**src/rtl/deserializador_8_32.sv**
```systemverilog
// ---------------------------------------------------------------------------
// deserializador_8_32
// Byte-to-word reassembly stage placed after a 32->8 serializer. One byte is
// sampled per clk4f cycle while valid_in is high; four consecutive bytes form
// a 32-bit word, which is presented on data_out with a one-cycle valid_out
// pulse. A valid_in gap inside a word drops that word and pulses err_abort.
//
// Parameters
//   MSB_FIRST : 1 -> first byte of a word lands in [31:24]
//               0 -> first byte of a word lands in [7:0]
// Ports
//   clk4f     in   1   byte-rate clock, rising edge
//   reset_L   in   1   asynchronous reset, active low
//   valid_in  in   1   data_in holds a valid byte this cycle
//   data_in   in   8   byte from the serializer
//   valid_out out  1   one-cycle pulse, data_out holds a new word
//   data_out  out  32  last completed word (registered)
//   err_abort out  1   one-cycle pulse, a partial word was discarded
//   word_cnt  out  8   number of words emitted, wraps 255 -> 0
// ---------------------------------------------------------------------------
module deserializador_8_32 #(
   parameter bit MSB_FIRST = 1'b1
) (
   input  logic        clk4f,
   input  logic        reset_L,
   input  logic        valid_in,
   input  logic [7:0]  data_in,
   output logic        valid_out,
   output logic [31:0] data_out,
   output logic        err_abort,
   output logic [7:0]  word_cnt
);

   typedef enum logic {
      IDLE    = 1'b0,
      COLLECT = 1'b1
   } state_t;

   state_t           state_reg;
   state_t           state_next;
   logic [1:0]       idx_reg;
   logic [1:0]       idx_next;
   // Bytes stored by arrival order; lane mapping is applied on the way out.
   logic [3:0][7:0]  byte_reg;
   // Set on the edge that samples the 4th byte; the word is published one
   // edge later, so valid_out rises on the edge after the 4th sample.
   logic             pend_reg;
   logic             capture;
   logic             complete;
   logic             abort;
   logic [31:0]      word_packed;

   // Arrival order -> output lane.
   generate
      for (genvar gi = 0; gi < 4; gi++) begin : g_lane
         localparam int POS = MSB_FIRST ? (3 - gi) : gi;
         assign word_packed[POS*8 +: 8] = byte_reg[gi];
      end
   endgenerate

   // Next-state logic
   always_comb begin
      state_next = state_reg;
      idx_next   = idx_reg;
      capture    = 1'b0;
      complete   = 1'b0;
      abort      = 1'b0;
      unique case (state_reg)
         IDLE: begin
            idx_next = 2'd0;
            if (valid_in) begin
               capture    = 1'b1;
               idx_next   = 2'd1;
               state_next = COLLECT;
            end
         end
         COLLECT: begin
            if (valid_in) begin
               capture = 1'b1;
               if (idx_reg == 2'd3) begin
                  complete   = 1'b1;
                  idx_next   = 2'd0;
                  state_next = IDLE;
               end else begin
                  idx_next = idx_reg + 2'd1;
               end
            end else begin
               abort      = 1'b1;
               idx_next   = 2'd0;
               state_next = IDLE;
            end
         end
         default: begin
            idx_next   = 2'd0;
            state_next = IDLE;
         end
      endcase
   end

   // State register
   always_ff @(posedge clk4f or negedge reset_L) begin
      if (!reset_L) begin
         state_reg <= IDLE;
         idx_reg   <= 2'd0;
      end else begin
         state_reg <= state_next;
         idx_reg   <= idx_next;
      end
   end

   // Datapath and output registers. byte_reg is deliberately not cleared on
   // abort: every lane is rewritten before the next completion.
   always_ff @(posedge clk4f or negedge reset_L) begin
      if (!reset_L) begin
         byte_reg  <= '0;
         pend_reg  <= 1'b0;
         valid_out <= 1'b0;
         err_abort <= 1'b0;
         data_out  <= 32'h0;
         word_cnt  <= 8'h0;
      end else begin
         if (capture) begin
            byte_reg[idx_reg] <= data_in;
         end
         pend_reg  <= complete;
         err_abort <= abort;
         valid_out <= pend_reg;
         // byte_reg still holds the finished word here even if a new word's
         // first byte is captured on this same edge.
         if (pend_reg) begin
            data_out <= word_packed;
            word_cnt <= word_cnt + 8'd1;
         end
      end
   end

endmodule

```
**config.mk**
```make
export PLATFORM = sky130hd
export DESIGN_NAME = deserializador_8_32
export DESIGN_NICKNAME = d
export VERILOG_FILES = /design/src/rtl/deserializador_8_32.sv
export SDC_FILE = /design/constraint.sdc
export NUM_CORES = 1
export LEC_CHECK = 0
export BUFFER_PORTS_ARGS = -buffer_cell sky130_fd_sc_hd__buf_4
export CORE_AREA = 2 2 94 87
export DETAILED_ROUTE_END_ITERATION = 6
export DIE_AREA = 0 0 96 89
export SYNTH_ARGS = -nofsm -noshare
export SYNTH_HDL_FRONTEND = slang
export SYNTH_SLANG_ARGS = --single-unit
```
**constraint.sdc**
```tcl
create_clock -name clk4f -period 2.9 [get_ports clk4f]
set_input_delay 0.58 -clock clk4f [delete_from_list [all_inputs] [get_ports clk4f]]
set_output_delay 0.58 -clock clk4f [all_outputs]
set_load 0.02 [all_outputs]
```
# Word level (Yosys, flattened, before mapping)
# Cells that the tools add are included.
[word_totals]
reg_bits = 78
out_inout_bits = 42
[op_classes]
n_addsub = 2
n_lt_le_gt_ge = 2
n_eq_ne = 1
mux = 16
bitwise_logic = 1
reduce_logical = 1
[op_table]
columns = ["cell", "count"]
rows = [
  ["bitwise mux 32 bit", 1],
  ["demux 8 bit (select 2 bit)", 1],
  ["2-to-1 mux 1 bit", 9],
  ["adder 8 x 1 -> 8 bit (second input constant)", 1],
  ["2-to-1 mux 8 bit", 1],
  ["2-to-1 mux 2 bit", 2],
  ["one-hot mux 2 bit (2 select lines)", 1],
  ["less-than comparator 2 x 3 -> 1 bit (second input constant)", 1],
  ["adder 2 x 1 -> 2 bit (second input constant)", 1],
  ["== test 2 bit (second input constant)", 1],
  [">= comparator 2 x 1 -> 1 bit (second input constant)", 1],
  ["one-hot mux 1 bit (2 select lines)", 1],
  ["logical AND 1 bit", 1],
  ["inverter 1 bit", 1],
]

# Depth between registers and ports, before layout
[depth]
ltp_word = 5
depth_mapped = 4
mapped_depth_nobuf = 4

# Worst setup path after synthesis
# Ideal clock, no wire load.
[synth_path]
path_type = "in2reg"
from = "in valid_in"
to = "reg byte_reg[10] (netlist bit)"
setup_time_ns = 0.125
arrival_ns = 1.205
slack_ns = 1.570
stages = 3
n_path_buf = 1
path_cell_list = "buf_4 > nand2_2 > mux2_2"
[synth_via]
elab_chain_len = 1
[synth_lines]
columns = ["element", "line", "source"]
rows = [
  ["from (decl)", "26", "input logic valid_in,"],
  ["2-to-1 mux 1 bit", "71, 78", ""],
  ["to (signal, indexed assignment)", "123", "byte_reg[idx_reg] <= data_in;"],
  ["to (decl)", "44", "logic [3:0][7:0] byte_reg;"],
]
# Every way passes these cells.
# A chain may end at the register's enable or synchronous reset.

# Worst setup path after layout
[layout_path]
from = "reg word_cnt[0]"
to = "out word_cnt[0]"
[layout_lines]
columns = ["element", "line", "source"]
rows = [
  ["from (decl)", "31", "output logic [7:0] word_cnt"],
  ["from (signal assigned)", "132", "word_cnt <= word_cnt + 8'd1;"],
]
# No word-level cell between the ends.

==> flow_metrics.py <==
metrics = {
    "setup_path": {
        "start_kind": "flop",
        "crit_required_ps": 2320,
        "cp_slowest_cell": "dfrtp_1",
        "path_delay_family": "flip-flops",
        "path_cells": "buf_4",
        "slowest_delay_ps": 470,
        "critical_path_class": "reg2out",
        "cp_data_arrival_time_ps": 990,
        "crit_path_max_fanout": 4,
        "cp-end-kind": "output port",
        "path_buf_inv": 1,
    },
    "synthesis": {
        "synth.avg_cell_area_um2": 16.53,
        "synthMuxAreaShare_pct": 24.60,
        "ys_seq_area_share_pct": 65.60,
        "synth_compound_area_share_pct": 0.5046,
        "synth_cell_types": 17,
        "ys.warnings.count": 0,
        "synthSimpleGateAreaFrac_pct": 3.490,
        "syn-num-nets": 196,
        "synth.cell_area_um2": 2975,
        "synth_cells": 180,
        "synth-seq-cells": 78,
        "synth_top_family_by_area": "multiplexers",
        "synth_fa_ha_area_share_pct": 2.103,
        "synth-xor-area-share_pct": 2.061,
    },
    "cells_and_area": {
        "antenna_cells": 0,
        "area_delta_synth_final_pct": 22.83,
        "fill_cells": 650,
        "layout-drive-gt1-share_pct": 56.97,
        "multi_input_area_um2": 974.7,
        "final_cell_mix": "dfrtp_1, mux2_2, buf_4, clkbuf_8, ha_1",
        "final_common_cell": "dfrtp_1",
        "seq_area_um2": 1952,
        "final_area_um2": 3655,
        "finalNetCount": 255,
    },
    "power": {
        "vdd_drop_max_mv": 0.4235,
        "power_density_nw_per_um2": 742.4,
        "p_comb_share_pct": 19.5,
        "p_sw_uw": 741.1,
        "p_int_uw": 1972,
        "switching_share_pct": 27.31,
        "total_power_uw": 2713,
        "leakagePower_uw": 0.001803,
        "clockPowerShare_pct": 28.5,
        "seq_power_share_pct": 52.0,
    },
    "cts": {
        "clock-root-buffer": "clkbuf_8",
        "cts_buffers": 9,
        "htreeDepth": 3,
        "cts_tree": "built",
        "cts_resized": 0,
        "cts_num_sinks": 78,
        "post_cts_buffers": 0,
        "cts_max_path_buffers": 2,
        "worstSkewPairLatency_ps": 340,
        "clk_pin_slew_ps": 80,
        "hold_buffers": 0,
    },
    "sta": {
        "worstMarginPinSlew_ps": 945.1,
        "fin_ws_ps": 1327,
        "relSlewSlack_pct": 37.00,
        "fin_tns_setup_ps": 0,
        "rsz0062_at_grt": "false",
        "hold_viol": 0,
        "setup_violations": 0,
        "fin_crit_sh_pct": 54.26,
        "skew_ps": 6.713,
        "whs_ps": 371.6,
        "slew_viol_final": 0,
        "fmax_mhz": 635.6,
        "period_needed_ps": 1573,
    },
    "grt": {
        "busiest_layer": "met2",
        "use_met1_pct": 17.66,
        "grt-ovfl-total": 0,
        "track_usage_pct": 13.02,
        "first_global_vias": 1582,
        "grt_max_degree": 79,
        "met2_usage_pct": 19.26,
        "use_met3_pct": 5.143,
        "grt_pass1_wl_mm": 8.155,
        "antenna_found_initial": 0,
    },
    "status": {
        "status": "complete, no violations",
    },
    "die": {
        "coreArea_um2": 7470,
        "chipWidth_um": 96,
        "row_count": 30,
        "start_util_pct": 39.83,
        "die_y_um": 89,
        "ios": 53,
        "die_area_um2": 8544,
    },
    "placement": {
        "post_dp_cell_area_um2": 3465,
        "finalWeightedCongestion": 0.6417,
        "hpwl_mm": 3.374,
        "dpl_worst_slack_ps": 1365,
        "portBuffers": 52,
    },
    "detailed_routing": {
        "ant_nets": 0,
        "routed_via_density": 4.709,
        "routed_wl_mm": 5.014,
        "routedWlPerCell_um": 14.75,
        "vias": 1601,
        "drc": 0,
        "drt-pass1-iter-count": 4,
        "dr.first_iter.drc_count": 51,
    },
    "job": {
        "max_cap_viol_count": 0,
    },
    "min_path": {
        "hold_path_class": "in2async",
    },
}
kinds of logic (layout without fill, tap and decap cells):
group | after synthesis | after routing
simple gates | 16 | 16
compound gates | 2 | 2
xor+xnor | 7 | 7
mux | 65 | 65
buf+inv | 7 | 71
flops | 78 | 78
fa+ha+maj | 5 | 5
path summary, 6_finish.rpt:
path	cells past startpoint	from	endpoint	slack, ps
min in group clk4f	2	valid_in	err_abort	470
hold reg to reg	1	word_cnt[7]	word_cnt[7]	480
max in group asynchronous	1	reset_L	byte_reg[8]	1910
hold / removal	1	reset_L	word_cnt[5]	370
setup reg to reg	4	pend_reg	word_cnt[7]	1360
setup / recovery	1	word_cnt[0]	word_cnt[0]	1330
routing by layer:
layer | vias to the layer above | part of all wire, %
li1 | 746 | -
met3 | 4 | 5.9
met2 | 41 | 46
met5 | - | 0
met1 | 810 | 47
met4 | 0 | 0.84
synth_stat cells:
library cell	number	area, um^2
buf_6	1	11.26
dfrtp_1	78	1952
mux2_2	65	732.0
buf_4	4	30.03
nor3_2	1	10.01
a21boi_0	2	15.01
nand4_4	1	21.27
nand2_2	4	25.02
nor2_1	2	7.510
nor2b_1	1	6.260
inv_1	2	7.510
nand4_1	1	6.260
ha_1	5	62.56
xor2_1	4	35.03
nand2_1	4	15.01
xnor2_1	3	26.28
and3_1	2	12.51
layout make-up:
class | instances | share of cell area [%]
flip-flops and latches | 78 | 53.41
multi-input cells | 95 | 26.67
repair buffers | 53 | 11.23
clock buffers | 10 | 3.492
well taps | 96 | 3.287
clock inverters | 6 | 1.712
inverters | 2 | 0.2054
power groups by stage:
stage | Clock (uW) | Combinational [uW] | Sequential [uW]
after global routing | 844 | 575 | 1440
after CTS | 802 | 540 | 1420
final | 772 | 529 | 1410
after global placement | 0 | 532 | 1430
after detailed placement | 0 | 539 | 1440
after floorplan | 0 | 202 | 1520
metrics by stage:
| stage | utilization (%) | cells |
|---|---|---|
| 5_1_grt | 48.93 | 340 |
| 6_report | 48.93 | 340 |
| 3_5_place_dp | 46.38 | 324 |
| 2_1_floorplan | - | 180 |
| 4_1_cts | 48.93 | 340 |
| 3_3_place_gp | 46.38 | 324 |
(Power assumes the default switching activity.)
